===== src/rtl/alu_operand_seq_if.sv =====
// alu_operand_seq_if: command, ALU operand/result and result-handshake bundle for alu_operand_seq.
interface alu_operand_seq_if;
    logic        cmd_valid;
    logic        cmd_ready;
    logic        cmd_load;
    logic [3:0]  cmd_sel;
    logic [2:0]  cmd_rd;
    logic [2:0]  cmd_rs1;
    logic [2:0]  cmd_rs2;
    logic [31:0] cmd_imm;
    logic [31:0] alu_a;
    logic [31:0] alu_b;
    logic [3:0]  alu_sel;
    logic [31:0] alu_c;
    logic        res_valid;
    logic        res_ready;
    logic [31:0] res_data;
    logic [2:0]  res_rd;
    logic        busy;
    modport master (
        output cmd_valid, cmd_load, cmd_sel, cmd_rd, cmd_rs1, cmd_rs2, cmd_imm, alu_c, res_ready,
        input  cmd_ready, alu_a, alu_b, alu_sel, res_valid, res_data, res_rd, busy
    );
    modport slave (
        input  cmd_valid, cmd_load, cmd_sel, cmd_rd, cmd_rs1, cmd_rs2, cmd_imm, alu_c, res_ready,
        output cmd_ready, alu_a, alu_b, alu_sel, res_valid, res_data, res_rd, busy
    );
endinterface


===== src/rtl/alu_operand_seq.sv =====
// alu_operand_seq: FIFO-buffered command sequencer driving a 32-bit ALU with an 8x32 register file.
// Define ALU_SEQ_OVERLAP_EN to pop the next command on the result handshake (2-cycle throughput).
module alu_operand_seq #(
    parameter int DEPTH = 4
) (
    input logic clk,
    input logic rst,
    alu_operand_seq_if.slave bus
);
    localparam int AW = $clog2(DEPTH);
    typedef struct packed {
        logic        load;
        logic [3:0]  sel;
        logic [2:0]  rd;
        logic [2:0]  rs1;
        logic [2:0]  rs2;
        logic [31:0] imm;
    } cmd_t;
    typedef enum logic [1:0] {IDLE, EXEC, WB} state_t;
    state_t        r_state;
    cmd_t          r_fifo [DEPTH];
    cmd_t          r_cmd;
    logic [AW-1:0] r_wr_ptr;
    logic [AW-1:0] r_rd_ptr;
    logic [AW:0]   r_count;
    logic [31:0]   r_rf [8];
    logic [31:0]   r_res_data;
    logic [2:0]    r_res_rd;
    logic          w_push;
    logic          w_pop;
    logic          w_hs;
    logic          w_exec;
    logic [31:0]   w_result;
    assign w_exec = r_state == EXEC;
    assign w_hs = r_state == WB && bus.res_ready;
    assign w_push = bus.cmd_valid && bus.cmd_ready;
`ifdef ALU_SEQ_OVERLAP_EN
    assign w_pop = r_count != '0 && (r_state == IDLE || w_hs);
`else
    assign w_pop = r_count != '0 && r_state == IDLE;
`endif
    assign w_result = r_cmd.load ? r_cmd.imm : bus.alu_c;
    assign bus.cmd_ready = r_count != (AW+1)'(DEPTH);
    assign bus.alu_a = w_exec ? r_rf[r_cmd.rs1] : '0;
    assign bus.alu_b = w_exec ? r_rf[r_cmd.rs2] : '0;
    assign bus.alu_sel = w_exec ? r_cmd.sel : '0;
    assign bus.res_valid = r_state == WB;
    assign bus.res_data = r_res_data;
    assign bus.res_rd = r_res_rd;
    assign bus.busy = r_state != IDLE || r_count != '0;
    // Queue storage needs no reset: count and pointers alone define what is valid.
    always_ff @(posedge clk)
        if (w_push) r_fifo[r_wr_ptr] <= '{bus.cmd_load, bus.cmd_sel, bus.cmd_rd, bus.cmd_rs1, bus.cmd_rs2, bus.cmd_imm};
    always_ff @(posedge clk or posedge rst)
        if (rst) begin
            r_state    <= IDLE;
            r_cmd      <= '0;
            r_wr_ptr   <= '0;
            r_rd_ptr   <= '0;
            r_count    <= '0;
            r_res_data <= '0;
            r_res_rd   <= '0;
            for (int i = 0; i < 8; i++) r_rf[i] <= '0;
        end else begin
            if (w_push) r_wr_ptr <= r_wr_ptr + 1'b1;
            if (w_pop) begin
                r_rd_ptr <= r_rd_ptr + 1'b1;
                r_cmd    <= r_fifo[r_rd_ptr];
            end
            r_count <= r_count + (AW+1)'(w_push) - (AW+1)'(w_pop);
            case (r_state)
                IDLE: if (w_pop) r_state <= EXEC;
                EXEC: begin
                    r_res_data       <= w_result;
                    r_res_rd         <= r_cmd.rd;
                    r_rf[r_cmd.rd]   <= w_result;
                    r_state          <= WB;
                end
                default: if (w_hs) r_state <= w_pop ? EXEC : IDLE;
            endcase
        end
endmodule


===== src/flat_wrapper.sv =====
// flat-port wrapper written by rule: the top's interface ports become plain ports
module alu_operand_seq_flat 
#(
    parameter int DEPTH = 4
)
  (clk, rst, bus_cmd_valid, bus_cmd_load, bus_cmd_sel, bus_cmd_rd, bus_cmd_rs1, bus_cmd_rs2, bus_cmd_imm, bus_alu_c, bus_res_ready, bus_cmd_ready, bus_alu_a, bus_alu_b, bus_alu_sel, bus_res_valid, bus_res_data, bus_res_rd, bus_busy);
  alu_operand_seq_if bus_i ();
  input logic clk;
  input logic rst;
  input wire logic [$bits(bus_i.cmd_valid)-1:0] bus_cmd_valid;
  input wire logic [$bits(bus_i.cmd_load)-1:0] bus_cmd_load;
  input wire logic [$bits(bus_i.cmd_sel)-1:0] bus_cmd_sel;
  input wire logic [$bits(bus_i.cmd_rd)-1:0] bus_cmd_rd;
  input wire logic [$bits(bus_i.cmd_rs1)-1:0] bus_cmd_rs1;
  input wire logic [$bits(bus_i.cmd_rs2)-1:0] bus_cmd_rs2;
  input wire logic [$bits(bus_i.cmd_imm)-1:0] bus_cmd_imm;
  input wire logic [$bits(bus_i.alu_c)-1:0] bus_alu_c;
  input wire logic [$bits(bus_i.res_ready)-1:0] bus_res_ready;
  output wire logic [$bits(bus_i.cmd_ready)-1:0] bus_cmd_ready;
  output wire logic [$bits(bus_i.alu_a)-1:0] bus_alu_a;
  output wire logic [$bits(bus_i.alu_b)-1:0] bus_alu_b;
  output wire logic [$bits(bus_i.alu_sel)-1:0] bus_alu_sel;
  output wire logic [$bits(bus_i.res_valid)-1:0] bus_res_valid;
  output wire logic [$bits(bus_i.res_data)-1:0] bus_res_data;
  output wire logic [$bits(bus_i.res_rd)-1:0] bus_res_rd;
  output wire logic [$bits(bus_i.busy)-1:0] bus_busy;
  assign bus_i.cmd_valid = bus_cmd_valid;
  assign bus_i.cmd_load = bus_cmd_load;
  assign bus_i.cmd_sel = bus_cmd_sel;
  assign bus_i.cmd_rd = bus_cmd_rd;
  assign bus_i.cmd_rs1 = bus_cmd_rs1;
  assign bus_i.cmd_rs2 = bus_cmd_rs2;
  assign bus_i.cmd_imm = bus_cmd_imm;
  assign bus_i.alu_c = bus_alu_c;
  assign bus_i.res_ready = bus_res_ready;
  assign bus_cmd_ready = bus_i.cmd_ready;
  assign bus_alu_a = bus_i.alu_a;
  assign bus_alu_b = bus_i.alu_b;
  assign bus_alu_sel = bus_i.alu_sel;
  assign bus_res_valid = bus_i.res_valid;
  assign bus_res_data = bus_i.res_data;
  assign bus_res_rd = bus_i.res_rd;
  assign bus_busy = bus_i.busy;
  alu_operand_seq #(.DEPTH(DEPTH)) u_core (.clk(clk), .rst(rst), .bus(bus_i));
endmodule

===== config.mk =====
export PLATFORM = sky130hd
export DESIGN_NAME = alu_operand_seq_flat
export DESIGN_NICKNAME = d
export VERILOG_FILES = /design/src/rtl/alu_operand_seq_if.sv /design/src/rtl/alu_operand_seq.sv /design/src/flat_wrapper.sv
export SDC_FILE = /design/constraint.sdc
export NUM_CORES = 1
export LEC_CHECK = 0
export ABC_AREA = 1
export CORE_ASPECT_RATIO = 1.5
export CORE_MARGIN = 5
export CORE_UTILIZATION = 50
export CTS_CLUSTER_SIZE = 40
export DETAILED_ROUTE_END_ITERATION = 16
export GPL_ROUTABILITY_DRIVEN = 1
export PLACE_DENSITY_LB_ADDON = 0.2
export SLEW_MARGIN = 20
export SYNTH_ARGS = -nofsm -noshare
export SYNTH_HDL_FRONTEND = slang
export SYNTH_SLANG_ARGS = --single-unit

===== constraint.sdc =====
create_clock -name clk -period 20.9 [get_ports clk]
set_input_delay 2.09 -clock clk [delete_from_list [all_inputs] [get_ports clk]]
set_output_delay 2.09 -clock clk [all_outputs]
set_load 0.05 [all_outputs]

# Yosys cells after proc, flatten, opt, wreduce, memory -nomap -nowiden
# Memories as Yosys holds them, arrays and structs flattened. A register that Yosys moved wholly into a read port is not among the register bits.
# Index checks and enable logic that the tools add are counted.
[word_totals]
mem_count = 1
inputBits = 82
word_cells = 59
regBits = 300
ramBits = 184
[mem_list]
columns = ["name", "depth", "word_bits", "read_ports", "rd_ports_with_merged_regs", "write_ports", "line", "text"]
rows = [
  ["u_core.r_fifo", 4, 46, 1, 1, 1, "alu_operand_seq.sv:21", "cmd_t r_fifo [DEPTH];"],
]
[classes]
mux = 19
n_reduce_logical = 10
bitwise = 3
addsub = 4
order_cmp = 4
eq_ne = 4
[op_table]
columns = ["operator", "n"]
rows = [
  ["256-bit bitwise mux", 1],
  ["32-bit 2-to-1 mux", 8],
  ["32-bit binary-select mux with 3-bit select", 2],
  ["32-bit demux with 3-bit select", 1],
  ["4-bit greater-or-equal comparator (second input constant)", 3],
  ["3-bit inverter with 4-bit output", 3],
  ["3-bit nonzero test", 2],
  ["2-bit by 1-bit adder with 2-bit output (second input constant)", 2],
  ["1-bit logical AND", 4],
  ["4-bit by 1-bit less-than comparator with 1-bit output (second input constant)", 1],
  ["2-bit 2-to-1 mux", 2],
  ["4-bit 2-to-1 mux", 1],
  ["2-bit one-hot mux with 2 select lines", 1],
  ["3-bit by 1-bit adder with 3-bit output", 1],
  ["1-bit 2-to-1 mux", 3],
  ["3-bit inequality test (second input constant)", 1],
  ["3-bit by 1-bit subtractor with 3-bit output", 1],
  ["2-bit by 1-bit == test with 1-bit output (second input constant)", 1],
  ["2-bit == test (second input constant)", 1],
  ["2-bit logical NOT", 1],
  ["2-bit by 1-bit inequality test with 1-bit output (second input constant)", 1],
  ["2-bit AND reduction", 1],
  ["2-bit nonzero test", 1],
  ["1-bit logical OR", 1],
]

# Depth between registers and ports, before layout
[logic_depth]
word_depth = 6
ltp_mapped = 11

# Least setup slack after synthesis
# OpenSTA, ideal clock, no wires.
[synth_path]
path_kind = "in2reg"
from = "in bus_cmd_valid"
to = "mem u_core.r_fifo[0][0] in the netlist's numbering, enable pin"
arrival_time_ps = 4200
path_slack_ps = 16250
setup_ps = 450
t_required_ps = 20450
path_stages = 2
cell_sequence = "nand2_1 -> nor2_1"
[synth_via]
elab_chain_cells = 3
[synth_rtl]
columns = ["item", "line", "text"]
rows = [
  ["from (decl)", "flat_wrapper.sv:10", "input wire logic [$bits(bus_i.cmd_valid)-1:0] bus_cmd_valid;"],
  ["1-bit logical AND", "alu_operand_seq.sv:36", "assign w_push = bus.cmd_valid && bus.cmd_ready;"],
  ["1-bit 2-to-1 mux", "alu_operand_seq.sv:53", "if (w_push) r_fifo[r_wr_ptr] <= '{bus.cmd_load, bus.cmd_sel, bus.cmd_rd, bus.cmd_rs1, bus.cmd_rs2, bus.cmd_imm ..."],
  ["1-bit 2-to-1 mux (implied by the code)", "alu_operand_seq.sv:53", ""],
  ["to (decl)", "alu_operand_seq.sv:21", ""],
]
# Every way passes these cells.

# Worst setup path after layout
[layout_path]
from = "reg, netlist name u_core.r_cmd[35]"
to = "out bus_alu_a[1]"
[layout_via]
elab_chain_cells = 5
[layout_rtl]
columns = ["item", "line", "text"]
rows = [
  ["3-bit inverter with 4-bit output (implied by the code)", "alu_operand_seq.sv:44", "assign bus.alu_a = w_exec ? r_rf[r_cmd.rs1] : '0;"],
  ["32-bit binary-select mux with 3-bit select", "alu_operand_seq.sv:44", ""],
  ["32-bit 2-to-1 mux (implied by the code) (2 in a row)", "alu_operand_seq.sv:44", ""],
  ["32-bit 2-to-1 mux", "alu_operand_seq.sv:44", ""],
  ["to (decl)", "flat_wrapper.sv:20", "output wire logic [$bits(bus_i.alu_a)-1:0] bus_alu_a;"],
]
# Every way passes these cells. The select of a mux whose other input is x is not followed.

==> flow_metrics.tcl <==
set metrics [dict create \
    finalHoldViolCount 0 \
    irDropWorstVdd_uv 97.8 \
    ant_nets 0 \
    met1_usage 0.323 \
    pd_cells_nw_per_um2 172 \
    tritoncts_clock_tree "built" \
    first_global_vias 22400 \
    ios 188 \
    p_leak_nw 13.5 \
    switchingPower_mw 2.37 \
    ys_top_cells_by_area "dfrtp_1 33%, edfxtp_1 21%, nand2_1 18%" \
    cts_htree_levels 2 \
    setup.worst_path.end_class "output pin" \
    mappedNetlistNets 3417 \
    max_slew.worst_pin.slew_ps 1100 \
    global_route.overflow_total 0 \
    die_boundary_width_um 196 \
    synth_top_area_frac 0.335 \
    clk_latency_ps 580 \
    die_area_um2 56400 \
    synth.top_cells.by_count "1220 x nand2_1, 346 x dfrtp_1, 323 x nand3_1, 322 x nor2_1, 313 x inv_1" \
    syn-instance-count 3328 \
    std_cell_rows 102 \
    critical_path.max_fanout 80 \
    yosysUniqueCellTypes 24 \
    path_cells "clkinv_2 -> buf_4 -> nand2_1 -> nand3_1 -> nand3_1 -> nand2_1 -> nor2_1 -> clkdlybuf4s50_1" \
    clock_power_share 0.179 \
    hold_class "flip-flop to flip-flop" \
    yosys_register_bits 530 \
    detailed_place_hpwl_mm 42.3 \
    cell_internal_pwr_mw 2.72 \
    post_synth_edffs 184 \
    synth.most_common_cell "nand2_1" \
    dr_total_vias 22300 \
    synth_top_flop_cell "dfrtp_1" \
    initial_utilization 0.503 \
    timing.hold.worst_path_depth 2 \
    number_of_iterations_in_the_first_detailed_routing_pass 7 \
    globalRouteMet2Util 0.450 \
    cts_hold_buf 0 \
    drt_wl_total_mm 74.0 \
    maximum_frequency_from_static_timing_analysis_mhz 147 \
    fin_util 0.576 \
    grt_max_degree 131 \
    gr-max-usage-layer "met2" \
    core_area_um2 51400 \
    height_of_the_die_um 288 \
    clock_skew_ps 8.58 \
    cts_root_buf "clkbuf_16" \
    drc_violation_count_after_routing 0 \
    cts_post_setup_buffers_inserted 0 \
    grt.total_usage 0.259 \
    result_of_the_run "finished, final reports clean" \
    grt_antenna_before_repair 1 \
    share_comb_of_total_power 0.484 \
    setup_total_negative_slack_ps 0 \
    timing.critical_path.from_type "flip-flop" \
    post_layout_minimum_cycle_time_ps 6810 \
    grt_first_pass_wirelength_mm 118 \
    r2r_path_start "u_core.r_state[1]$_DFFE_PP0P_" \
    post-layout-total-power_mw 5.09 \
    multi_input_area_um2 9660 \
    cts_made_buffers 50 \
    fill_cells 4636 \
    slew_violations 0 \
    final_net_count 3478 \
    worst_path_dominant_cell_family "buffers and inverters" \
    drt_iter0_markers 2027 \
    worst_min_delay_path_endpoint "u_core.r_cmd[28]$_DFFE_PP0P_" \
    hold_path.startpoint "u_core.r_cmd[28]$_DFFE_PP0P_" \
    place_congestion 0.839 \
    synth_area_leader_cell "dfrtp_1" \
    required_time_reported_for_the_critical_path_endpoint_ps 18810 \
    ctsResizeCount 0 \
    dp_area_um2 28000 \
    sequential_power_share 0.336 \
    layout.area.seq_um2 14200 \
    crit_slowest_cell "dfrtp_4" \
    ff2ff_setup_slack_ps 17690 \
    synthesis.yosys.warnings 0 \
    cts_max_path_buffers 3 \
    maxCapViolCount 0 \
    critical_path.max_stage_delay_ps 950 \
    synth_async_sr_flop_share 0.653 \
    synth_seq_area_share 0.549 \
    critical_path.reg2reg.endpoint "u_core.r_rf[193]$_DFFE_PP0P_" \
    synth.cell_area_um2 25800 \
    area_delta_synth_final_pct 14.7 \
    slew_headroom 0.264 \
    sw_frac_of_total 0.465 \
    critical_path.n_buffers_inverters 3 \
    period_share 0.326 \
    numPortBuffers 187 \
    post_route_cells_drive_above_1_share 0.0420 \
    dr_wl_cell_um 18.0 \
    fin_worst_hold_slack_ps 478 \
    timing.reg2reg.worst_path_depth 8 \
    setup-violations-final 0 \
    vias_per_cell 5.43 \
    gr-usage-met3 0.0415 \
    clkSinkCount 530 \
    rsz0062_at_grt "false" \
    worst_setup_hold_path_clk_slew_ps 60 \
    cp_data_arrival_time_ps 4720 \
    design_area_um2 29600 \
    syn_avg_cell_area_um2 7.77 \
    critPathKind "flip-flop to output pin" \
]
[layout make-up]
class	count	share of cell area
diodes	1	0.0000844
clock buffers	61	0.0460
repair buffers	215	0.0704
flip-flops and latches	530	0.479
inverters	318	0.0407
multi-input cells	2274	0.326
well taps	676	0.0285
clock inverters	29	0.00895
[through the flow]
| step | cells | setup WS (ps) |
|---|---|---|
| global placement | 4013 | 14720 |
| floorplan | 3328 | 9220 |
| finish | 4104 | 14090 |
| detailed placement | 4013 | 14720 |
| global route | 4104 | 13870 |
| CTS | 4103 | 14080 |
[flip-flops by register name (all words and copies together) (netlist names)]
signal,count
u_core.r_rf,256
u_core.r_fifo,184
u_core.r_cmd,46
u_core.bus.res_data,32
u_core.bus.res_rd,3
u_core.r_count,3
u_core.r_rd_ptr,2
u_core.r_state,2
u_core.r_wr_ptr,2
[layout by cell type (no fill, tap or decap), drive strengths merged]
master / synthesis / routed
fa: 1 / 1
nand4: 1 / 1
buf: 80 / 28
xor2: 2 / 2
nand2: 1222 / 1222
or2: 1 / 1
xnor2: 2 / 2
nor2: 330 / 330
edfxtp: 184 / 184
inv: 318 / 314
diode: 0 / 1
clkinv: 0 / 24
nand3: 323 / 323
clkdlybuf4s50: 0 / 187
ha: 6 / 6
bufinv: 0 / 4
o21ai: 386 / 386
dfrtp: 346 / 346
clkbuf: 126 / 61
clkinvlp: 0 / 5
[logic make-up (layout without fill, tap and decap cells)]
kind of cell,after synthesis,in the layout,synth area share
AND/OR/NAND/NOR,1877,1877,0.292
adder cells (fa/ha/maj),7,7,0.00368
buffers and inverters,524,623,0.0790
XOR/XNOR,4,4,0.00136
other,0,1,0
AO/OA/AOI/OAI,386,386,0.0747
flip-flops,530,530,0.549
[how the worst max path moves through the flow]
stage,startpoint,end,slack (ps),depth (start not counted)
2_1_floorplan,rst,u_core.bus.res_data[0]$_DFFE_PP0N_,9220,1
3_3_place_gp,u_core.r_cmd[35]$_DFFE_PP0P_,bus_alu_a[1],14720,8
3_5_place_dp,u_core.r_cmd[35]$_DFFE_PP0P_,bus_alu_a[1],14720,8
4_1_cts,u_core.r_cmd[35]$_DFFE_PP0P_,bus_alu_a[1],14080,8
5_1_grt,u_core.r_cmd[35]$_DFFE_PP0P_,bus_alu_a[1],13870,8
6_report,u_core.r_cmd[35]$_DFFE_PP0P_,bus_alu_a[1],14090,8
[worst register-to-register path: cells and delay by family (launching register included)]
family	cells	cell delay [ps]
flops	1	400
buf+inv	4	1990
compound gates	1	230
simple gates	3	440
[power groups by stage]
stage	Combinational, mW	Sequential (mW)	Clock, mW
2_1_floorplan	1.72	1.71	0
3_3_place_gp	2.38	1.71	0
3_5_place_dp	2.45	1.73	0
4_1_cts	2.46	1.71	0.932
5_1_grt	2.74	1.75	0.972
6_report	2.47	1.71	0.914
[routing by layer]
layer	wire (um)	vias to the layer above
li1	-	10600
met1	28900	10500
met3	5900	179
met4	2890	0
met5	0	-
met2	36300	1010
No activity file was read; power rests on OpenSTA's default activity.
